## config.mk

```make
export PLATFORM = sky130hd
export DESIGN_NAME = panel_buttons
export DESIGN_NICKNAME = d
export VERILOG_FILES = /design/src/rtl/panel_pkg.sv /design/src/rtl/button_debounce.sv /design/src/rtl/panel_buttons.sv
export SDC_FILE = /design/constraint.sdc
export NUM_CORES = 1
export LEC_CHECK = 0
export ABC_AREA = 1
export CAP_MARGIN = 0
export CORE_UTILIZATION = 57
export DETAILED_ROUTE_END_ITERATION = 16
export PLACE_DENSITY = 0.86
export SLEW_MARGIN = 20
export SYNTH_ARGS = -nofsm -noshare
export SYNTH_HDL_FRONTEND = slang
export SYNTH_HIERARCHICAL = 1
export SYNTH_SLANG_ARGS = --single-unit
```

## constraint.sdc

```tcl
create_clock -name clk -period 1.5 [get_ports clk]
set_input_delay 0.375 -clock clk [delete_from_list [all_inputs] [get_ports clk]]
set_output_delay 0.375 -clock clk [all_outputs]
set_load 0.02 [all_outputs]
```

## src/rtl/panel_pkg.sv

```systemverilog
// Shared definitions for the front-panel button conditioner.
//   - Button index constants (bit positions within btn_raw / held).
//   - Repeat FSM state encoding.
//   - Issue priority order and a helper that picks the winning pending bit.
package panel_pkg;

    localparam int NUM_BTN   = 4;

    localparam int BTN_LEFT  = 0;
    localparam int BTN_RIGHT = 1;
    localparam int BTN_UP    = 2;
    localparam int BTN_DOWN  = 3;

    typedef enum logic [1:0] {
        IDLE   = 2'd0,
        DELAY  = 2'd1,
        REPEAT = 2'd2
    } rpt_state_t;

    // Two-bit button indices packed by priority slot; slot 0 (LSBs) wins.
    // Order is right > left > up > down, matching the downstream panel chain.
    localparam logic [2*NUM_BTN-1:0] PRIO_ORDER = {2'd3, 2'd2, 2'd0, 2'd1};

    // One-hot grant of the highest-priority set bit of pend (zero if none).
    // Walks from the lowest-priority slot upward so the best match overwrites.
    function automatic logic [NUM_BTN-1:0] prio_pick(input logic [NUM_BTN-1:0] pend);
        logic [NUM_BTN-1:0] grant;
        logic [1:0]         idx;
        grant = '0;
        for (int p = NUM_BTN - 1; p >= 0; p--) begin
            idx = PRIO_ORDER[2*p +: 2];
            if (pend[idx]) begin
                grant = NUM_BTN'(1) << idx;
            end
        end
        return grant;
    endfunction

endpackage

```

## src/rtl/button_debounce.sv

```systemverilog
// Synchroniser plus debounce filter for a single raw button bit.
// Ports:
//   clk      - system clock, rising edge
//   reset_n  - asynchronous active-low reset
//   i_raw    - raw, unsynchronised button level
//   o_held   - debounced level; changes only after DEBOUNCE_CYCLES
//              consecutive cycles of disagreement with the synchronised input
module button_debounce #(
    parameter int DEBOUNCE_CYCLES = 250000
) (
    input  logic clk,
    input  logic reset_n,
    input  logic i_raw,
    output logic o_held
);

    localparam int             CW       = $clog2(DEBOUNCE_CYCLES + 1);
    localparam logic [CW-1:0]  CNT_LAST = CW'(DEBOUNCE_CYCLES - 1);

    logic          r_sync1;
    logic          r_sync2;
    logic          r_held;
    logic [CW-1:0] r_cnt;

    // The counter value counts disagreeing cycles already seen; the edge that
    // would take it to DEBOUNCE_CYCLES toggles the level instead.
    always_ff @(posedge clk or negedge reset_n) begin
        if (!reset_n) begin
            r_sync1 <= 1'b0;
            r_sync2 <= 1'b0;
            r_held  <= 1'b0;
            r_cnt   <= '0;
        end else begin
            r_sync1 <= i_raw;
            r_sync2 <= r_sync1;
            if (r_sync2 == r_held) begin
                r_cnt <= '0;
            end else if (r_cnt >= CNT_LAST) begin
                r_held <= ~r_held;
                r_cnt  <= '0;
            end else begin
                r_cnt <= r_cnt + CW'(1);
            end
        end
    end

    assign o_held = r_held;

endmodule

```

## src/rtl/panel_buttons.sv

```systemverilog
// Front-panel navigation button conditioner.
// Each raw button is synchronised and debounced, a per-button repeat FSM
// raises requests on press and while held, and a priority arbiter issues at
// most one single-cycle command pulse per clock.
// Ports:
//   clk                 - system clock, rising edge
//   reset_n             - asynchronous active-low reset
//   btn_raw[3:0]        - raw buttons, bit 0 left, 1 right, 2 up, 3 down
//   left/right/up/down  - one-cycle command pulses, mutually exclusive
//   held[3:0]           - debounced button levels, same bit order as btn_raw
module panel_buttons
    import panel_pkg::*;
#(
    parameter int DEBOUNCE_CYCLES = 250000,
    parameter int REPEAT_DELAY    = 12500000,
    parameter int REPEAT_RATE     = 2500000
) (
    input  logic                clk,
    input  logic                reset_n,
    input  logic [NUM_BTN-1:0]  btn_raw,
    output logic                left,
    output logic                right,
    output logic                up,
    output logic                down,
    output logic [NUM_BTN-1:0]  held
);

    localparam int            TMAX    = (REPEAT_DELAY > REPEAT_RATE) ? REPEAT_DELAY : REPEAT_RATE;
    localparam int            TW      = $clog2(TMAX + 1);
    localparam logic [TW-1:0] T_DELAY = TW'(REPEAT_DELAY);
    localparam logic [TW-1:0] T_RATE  = TW'(REPEAT_RATE);

    logic [NUM_BTN-1:0] w_held;
    logic [NUM_BTN-1:0] w_req;
    logic [NUM_BTN-1:0] w_issue;
    logic [NUM_BTN-1:0] w_pending_next;
    logic [NUM_BTN-1:0] r_pending;
    logic [NUM_BTN-1:0] r_pulse;

    genvar gi;
    generate
        for (gi = 0; gi < NUM_BTN; gi++) begin : g_btn
            rpt_state_t    r_state;
            rpt_state_t    w_state_next;
            logic [TW-1:0] r_timer;
            logic [TW-1:0] w_timer_next;
            logic          w_req_bit;

            button_debounce #(
                .DEBOUNCE_CYCLES (DEBOUNCE_CYCLES)
            ) u_debounce (
                .clk     (clk),
                .reset_n (reset_n),
                .i_raw   (btn_raw[gi]),
                .o_held  (w_held[gi])
            );

            always_ff @(posedge clk or negedge reset_n) begin
                if (!reset_n) begin
                    r_state <= IDLE;
                    r_timer <= '0;
                end else begin
                    r_state <= w_state_next;
                    r_timer <= w_timer_next;
                end
            end

            // Any fall of the held level sends the FSM home, so seeing the
            // level high while in IDLE is always a fresh press.
            // Timer holds cycles remaining until the next request; it fires
            // on the edge where it would reach zero and reloads immediately,
            // so contention at the arbiter never shifts the repeat schedule.
            always_comb begin
                w_state_next = r_state;
                w_timer_next = r_timer;
                w_req_bit    = 1'b0;
                if (!w_held[gi]) begin
                    w_state_next = IDLE;
                    w_timer_next = '0;
                end else begin
                    case (r_state)
                        IDLE: begin
                            w_req_bit    = 1'b1;
                            w_timer_next = T_DELAY;
                            w_state_next = DELAY;
                        end
                        DELAY, REPEAT: begin
                            if (r_timer <= TW'(1)) begin
                                w_req_bit    = 1'b1;
                                w_timer_next = T_RATE;
                                w_state_next = REPEAT;
                            end else begin
                                w_timer_next = r_timer - TW'(1);
                            end
                        end
                        default: begin
                            w_state_next = IDLE;
                            w_timer_next = '0;
                        end
                    endcase
                end
            end

            assign w_req[gi] = w_req_bit;
        end
    endgenerate

    // A new request for the bit being issued this cycle re-arms it, and a
    // request for an already pending bit merges into the existing one.
    always_comb begin
        w_issue        = prio_pick(r_pending);
        w_pending_next = (r_pending & ~w_issue) | w_req;
    end

    always_ff @(posedge clk or negedge reset_n) begin
        if (!reset_n) begin
            r_pending <= '0;
            r_pulse   <= '0;
        end else begin
            r_pending <= w_pending_next;
            r_pulse   <= w_issue;
        end
    end

    assign left  = r_pulse[BTN_LEFT];
    assign right = r_pulse[BTN_RIGHT];
    assign up    = r_pulse[BTN_UP];
    assign down  = r_pulse[BTN_DOWN];
    assign held  = w_held;

endmodule

```

# After elaboration in Yosys (flattened, before gate mapping)
# Index checks and enable logic that the tools add are counted.
# classes
muxes	48
eq_ne	16
bitwise_logic	11
add_sub_neg	8
n_reduce_logical	12
order_cmp	8
# ops
operator	n
$mux W24	8
$pmux W24 S2	4
$mux W18	8
$le A24 B1 Y1 const B	4
$sub A24 B1 Y24 const B	4
$add A18 B1 Y18 const B	4
$ge A18 B18 Y1 const B	4
$mux W2	8
$mux W4	4
$pmux W2 S2	4
$ne A3 B3 Y1 const B	4
$eq A2 B1 Y1 const B	4
$eq A2 B2 Y1 const B	4
$logic_not A2 Y1	4
$mux W1	8
$not A1 Y1	8
$pmux W1 S2	4
$reduce_and A2 Y1	4
$reduce_or A2 Y1	4
$and A4 B4 Y4	1
$eq A1 B1 Y1	4
$not A4 Y4	1
$or A4 B4 Y4	1
# totals
word_cells	129
reg_bits	196
in_bits	6
output_inout_bits	8

# Depth between registers and ports, before layout
# logic_depth
depth_word	7
ltp_mapped	10
ltp_nobuf	10

# Cells and area by module
# Netlist, hierarchy kept.
# modules_own_cells
module	seq_area_each_um2	n_inst	area_per_inst_um2	cells_per_inst
panel_buttons	2802.7	1	6472.5	842
button_debounce	525.5	4	1189.9	146

# Worst setup path after synthesis
# Ideal clock, no wire load.
# synth_timing
path_kind	reg2reg
startpoint	reg g_btn[3].r_timer[0]
endpoint	reg g_btn[3].r_timer[14]
required_ns	1.382
n_path_buf	1
arrival_time_ns	1.442
slack_ns	-0.060
synth_period_minus_slack_ns	1.560
path_stages_with_launch	9
setup_time_ns	0.118
path_cell_list	dfrtp_1 -> inv_1 -> ha_1 -> nand2_2 -> a21oi_2 -> nand3_4 -> nand2_2 -> buf_6 -> nor2_1
# synth_via
elab_chain_cells	4
word_cells_on_any_way	5
cone_classes	1 x add/sub; 1 x order compare; 3 x mux
# synth_rtl
element	line_no	rtl
start, declared	panel_buttons.sv:45	logic [TW-1:0] r_timer;
start signal, assigned	panel_buttons.sv:64	r_timer <= w_timer_next;
$sub A24 B1 Y24 or $le A24 B1 Y1 (tied branches)	panel_buttons.sv:93, panel_buttons.sv:88	
$mux W24 *	panel_buttons.sv:88	if (r_timer <= TW'(1)) begin
$pmux W24 S2 *	panel_buttons.sv:81	case (r_state)
$mux W24 *	panel_buttons.sv:77	if (!w_held[gi]) begin
net g_btn[3].w_timer_next[14]	panel_buttons.sv:46	logic [TW-1:0] w_timer_next;
# The timed path passes the listed nets; every way through them passes the cells marked *.
# A chain may end at the register's enable or synchronous reset.

# Final worst setup path
# layout_timing
startpoint	reg g_btn[1].r_state[1]
endpoint	reg g_btn[1].r_timer[13]
# layout_via
elab_chain_cells	4
word_cells_on_any_way	6
cone_classes	2 x eq/ne; 2 x mux; 2 x reduce/logical
# layout_rtl
element	line_no	rtl
start, declared	panel_buttons.sv:43	rpt_state_t r_state;
start signal, assigned	panel_buttons.sv:63	r_state <= w_state_next;
$eq A2 B1 Y1 or $eq A2 B2 Y1 (tied branches)	panel_buttons.sv:81	
$reduce_or A2 Y1	panel_buttons.sv:81	
$pmux W24 S2 *	panel_buttons.sv:81	
$mux W24 *	panel_buttons.sv:77	
net g_btn[1].w_timer_next[13]	panel_buttons.sv:46	
end signal, assigned	panel_buttons.sv:64	
end, declared	panel_buttons.sv:45	
# Marks and branches as above.

==> flow_summary_export.csv <==
group,metric,value,unit
die,die_h,142,microns
die,core_area,19000,sq um
power_and_ir_drop,p_per_area,734,nW/um^2
finish,fillers,1180,
power_and_ir_drop,p_leak,0.00768,uW
die,die_w,142,microns
placement,port_buffers,13,
sta,fmax,622,MHz
sta,fin_skew,0.00973,ns
die,rows,50,
yosys,syn-cell-area,11200,sq um
route,routed-via-count,10500,
grt,gr-usage-all-layers,26.5,%
sta,finalMaxSlewViolations,0,
grt,grt_pass1_vias,9673,
setup_path,end_kind,"flop",
setup_path,critPathKind,"flop to flop",
grt,antenna_found_initial,0,
route,drc,0,
hold_path,hp-class,"flop to flop",
sta,rsz0062_at_grt,"true",
sta,worst_pin_slew,0.369,ns
yosys,yosys.area.top_type,"dfrtp_1",
sta,setup_slack,-0.106,ns
power_and_ir_drop,ir_worst_vdd,0.000795,V
setup_path,critPathArrivalTime,1.99,ns
sta,hold_slack,0.349,ns
yosys,yosysSeqAreaShare,43.7,%
yosys,synth_area_leaders,"dfrtp_1, nand2_1, nor2_1",
clocking,clk_pin_slew,0.07,ns
yosys,synth-seq-cells,196,
clocking,cts_tree,"done",
yosys,synth_cells,1426,
yosys,mappedNetlistNets,1453,
clocking,ctsRootBufferMaster,"clkbuf_16",
placement,dp_hpwl,17600,microns
placement,place_ws,-0.124,ns
yosys,synth_enable_flop_cells,0,
route,first_pass_iters,8,
grt,gr-total-overflow,0,
outcome,violations,"setup timing",
run,drv_cap,0,
sta,maxSlewHeadroom,75.4,%
sta,min_period,1.61,ns
grt,grt_pass1_wl,43100,microns
placement,gp_congestion,0.954,
finish,final_core_utilization,75.7,%
sta,fin_crit_sh,107,%
finish,drive_gt1_share,32.6,%
route,routedWlPerCell,16.3,microns
setup_path,required,1.89,ns
route,dr.first_iter.drc_count,1034,
finish,num_antenna_cells,0,
finish,final_nets,1636,
yosys,ys.flop_type,"dfrtp_1",
route,finalWirelength,30700,microns
sta,setup_violations,62,
sta,hold_viol_final,0,
yosys,synth_area_per_cell,7.88,sq um
clocking,cts_buffers,17,
yosys,yosysUniqueCellTypes,35,
clocking,clock_latency,0.45,ns
setup_path,startpoint_type,"flop",
yosys,synth_top_area_share,43.7,%
finish,area.growth.synth_to_final,28.1,%
grt,grt_max_degree,41,
yosys,async_flop_share,100,%
route,antenna_left,0,
setup_path,path_max_fanout,4,
yosys,yosysWarnings,6,
die,die_area,20300,sq um
outcome,status,"complete, but fails checks",
die,io_pins,14,
clocking,clkSinkCount,196,
route,via_per_inst,5.60,
clocking,htreeDepth,4,
die,start_util,59.1,%
clocking,cts.path.max_buffers,2,
[critical path, cell delays in order, from the launching register on]
cell	delay, ns
dfrtp_1	0.35
inv_1	0.09
ha_4	0.28
nand2_2	0.07
nor2_4	0.24
inv_2	0.11
a21oi_1	0.18
o21ai_0	0.13
nand2_1	0.09
[layout by cell type, fill, tap and decap left out, types with 16 or more instances in the layout]
cell / synthesis / routed
nor2_1: 270 / 203
nor2_2: 76 / 114
nand4_1: 28 / 28
dfrtp_1: 196 / 188
nand2_2: 19 / 49
o21ai_0: 28 / 16
nand2_1: 349 / 312
inv_1: 131 / 113
buf_4: 0 / 139
xor2_1: 61 / 60
nand3_2: 8 / 19
xnor2_1: 34 / 33
clkbuf_16: 0 / 17
nand3_1: 87 / 74
inv_2: 7 / 19
nor2_4: 23 / 52
[synthesized netlist by cell type, types with 3 or more instances]
cell	instances
a21oi_1	21
a31oi_1	3
buf_6	4
buf_8	4
dfrtp_1	196
ha_1	21
inv_1	131
inv_2	7
nand2_1	349
nand2_2	19
nand3_1	87
nand3_2	8
nand4_1	28
nand4_4	4
nor2_1	270
nor2_2	76
nor2_4	23
nor3_1	11
o21ai_0	28
o21ai_1	6
o21ai_2	3
o21ai_4	4
o21bai_1	14
or2_2	3
xnor2_1	34
xor2_1	61
[flip-flops by register name, summed over array words and instances (netlist names)]
signal and count:
g_btn.r_state 8, g_btn.r_timer 96, g_btn.u_debounce/o_held 4, g_btn.u_debounce/r_cnt 72, g_btn.u_debounce/r_sync1 4, g_btn.u_debounce/r_sync2 4, r_pending 4, r_pulse 4
[metrics by stage]
| stage | total power [uW] | cells | instance area (sq um) | setup TNS [ns] |
|---|---|---|---|---|
| floorplan | 5560 | 1426 | 11300 | 0 |
| global placement | 5730 | 1795 | 12400 | -0.0193 |
| detailed placement | 5740 | 1795 | 12400 | -1.81 |
| CTS | 10500 | 1848 | 13400 | -0.0191 |
| global route | 10800 | 1881 | 14400 | -8.06 |
| finish | 10600 | 1881 | 14400 | -2.25 |
[kinds of logic (layout without fill, tap and decap cells)]
| group | Yosys count | in the layout | share of synthesized area [%] |
|---|---|---|---|
| adder cells (fa/ha/maj) | 21 | 21 | 2.34 |
| XOR/XNOR | 95 | 95 | 7.41 |
| flip-flops | 196 | 196 | 43.7 |
| AND/OR/NAND/NOR | 884 | 885 | 36.4 |
| buffers and inverters | 148 | 342 | 5.63 |
| AO/OA/AOI/OAI | 82 | 82 | 4.59 |
[routing by layer]
metal  track usage (%)  vias up  wire length (microns)
met1              31.8     5037                  11500
met2              46.6      485                  16000
met5                 0        -                      0
met4              11.2        0                   1460
met3              4.85      158                   1700
li1                  -     4846                      -
[where the power goes]
group | total, uW | internal [uW] | switching, uW | leakage, uW
sequential | 5360 | 5320 | 39.9 | 0.00270
combinational | 352 | 137 | 215 | 0.00469
clock | 4850 | 2690 | 2160 | 0.000291
[cell type report]
cell class              count  area [sq um]  area share [%]
clock buffers              18           439            3.05
clock inverters            13           176            1.23
inverters                 139           539            3.75
multi-input cells        1083          6530            45.4
flip-flops and latches    196          4910            34.2
well taps                 260           325            2.26
repair buffers            172          1470            10.2
[final timing paths]
kind	startpoint	slack (ns)	endpoint	cells after the start
setup reg to reg	g_btn[1].r_state[1]	-0.11	g_btn[1].r_timer[13]	8
hold reg to reg	g_btn[1].u_debounce/r_sync1	0.35	g_btn[1].u_debounce/r_sync2	0
hold / removal	g_btn[1].u_debounce/r_sync1	0.35	g_btn[1].u_debounce/r_sync2	0
max in group asynchronous	reset_n	0.50	g_btn[1].r_timer[8]	3
min in group asynchronous	reset_n	0.41	g_btn[0].r_timer[11]	2
setup / recovery	g_btn[1].r_state[1]	-0.11	g_btn[1].r_timer[13]	8
[what timing repair did]
item | in CTS | in global routing
cloned | 0 | 1
endpoints found under the setup margin | 113 | 162
gates resized for setup | 64 | 215
buffers inserted | 21 | 32
hold endpoints to repair | 30 | 0
hold buffers | 1 | 0
pin swaps | 13 | 55
No activity file was read; power rests on OpenSTA's default activity.
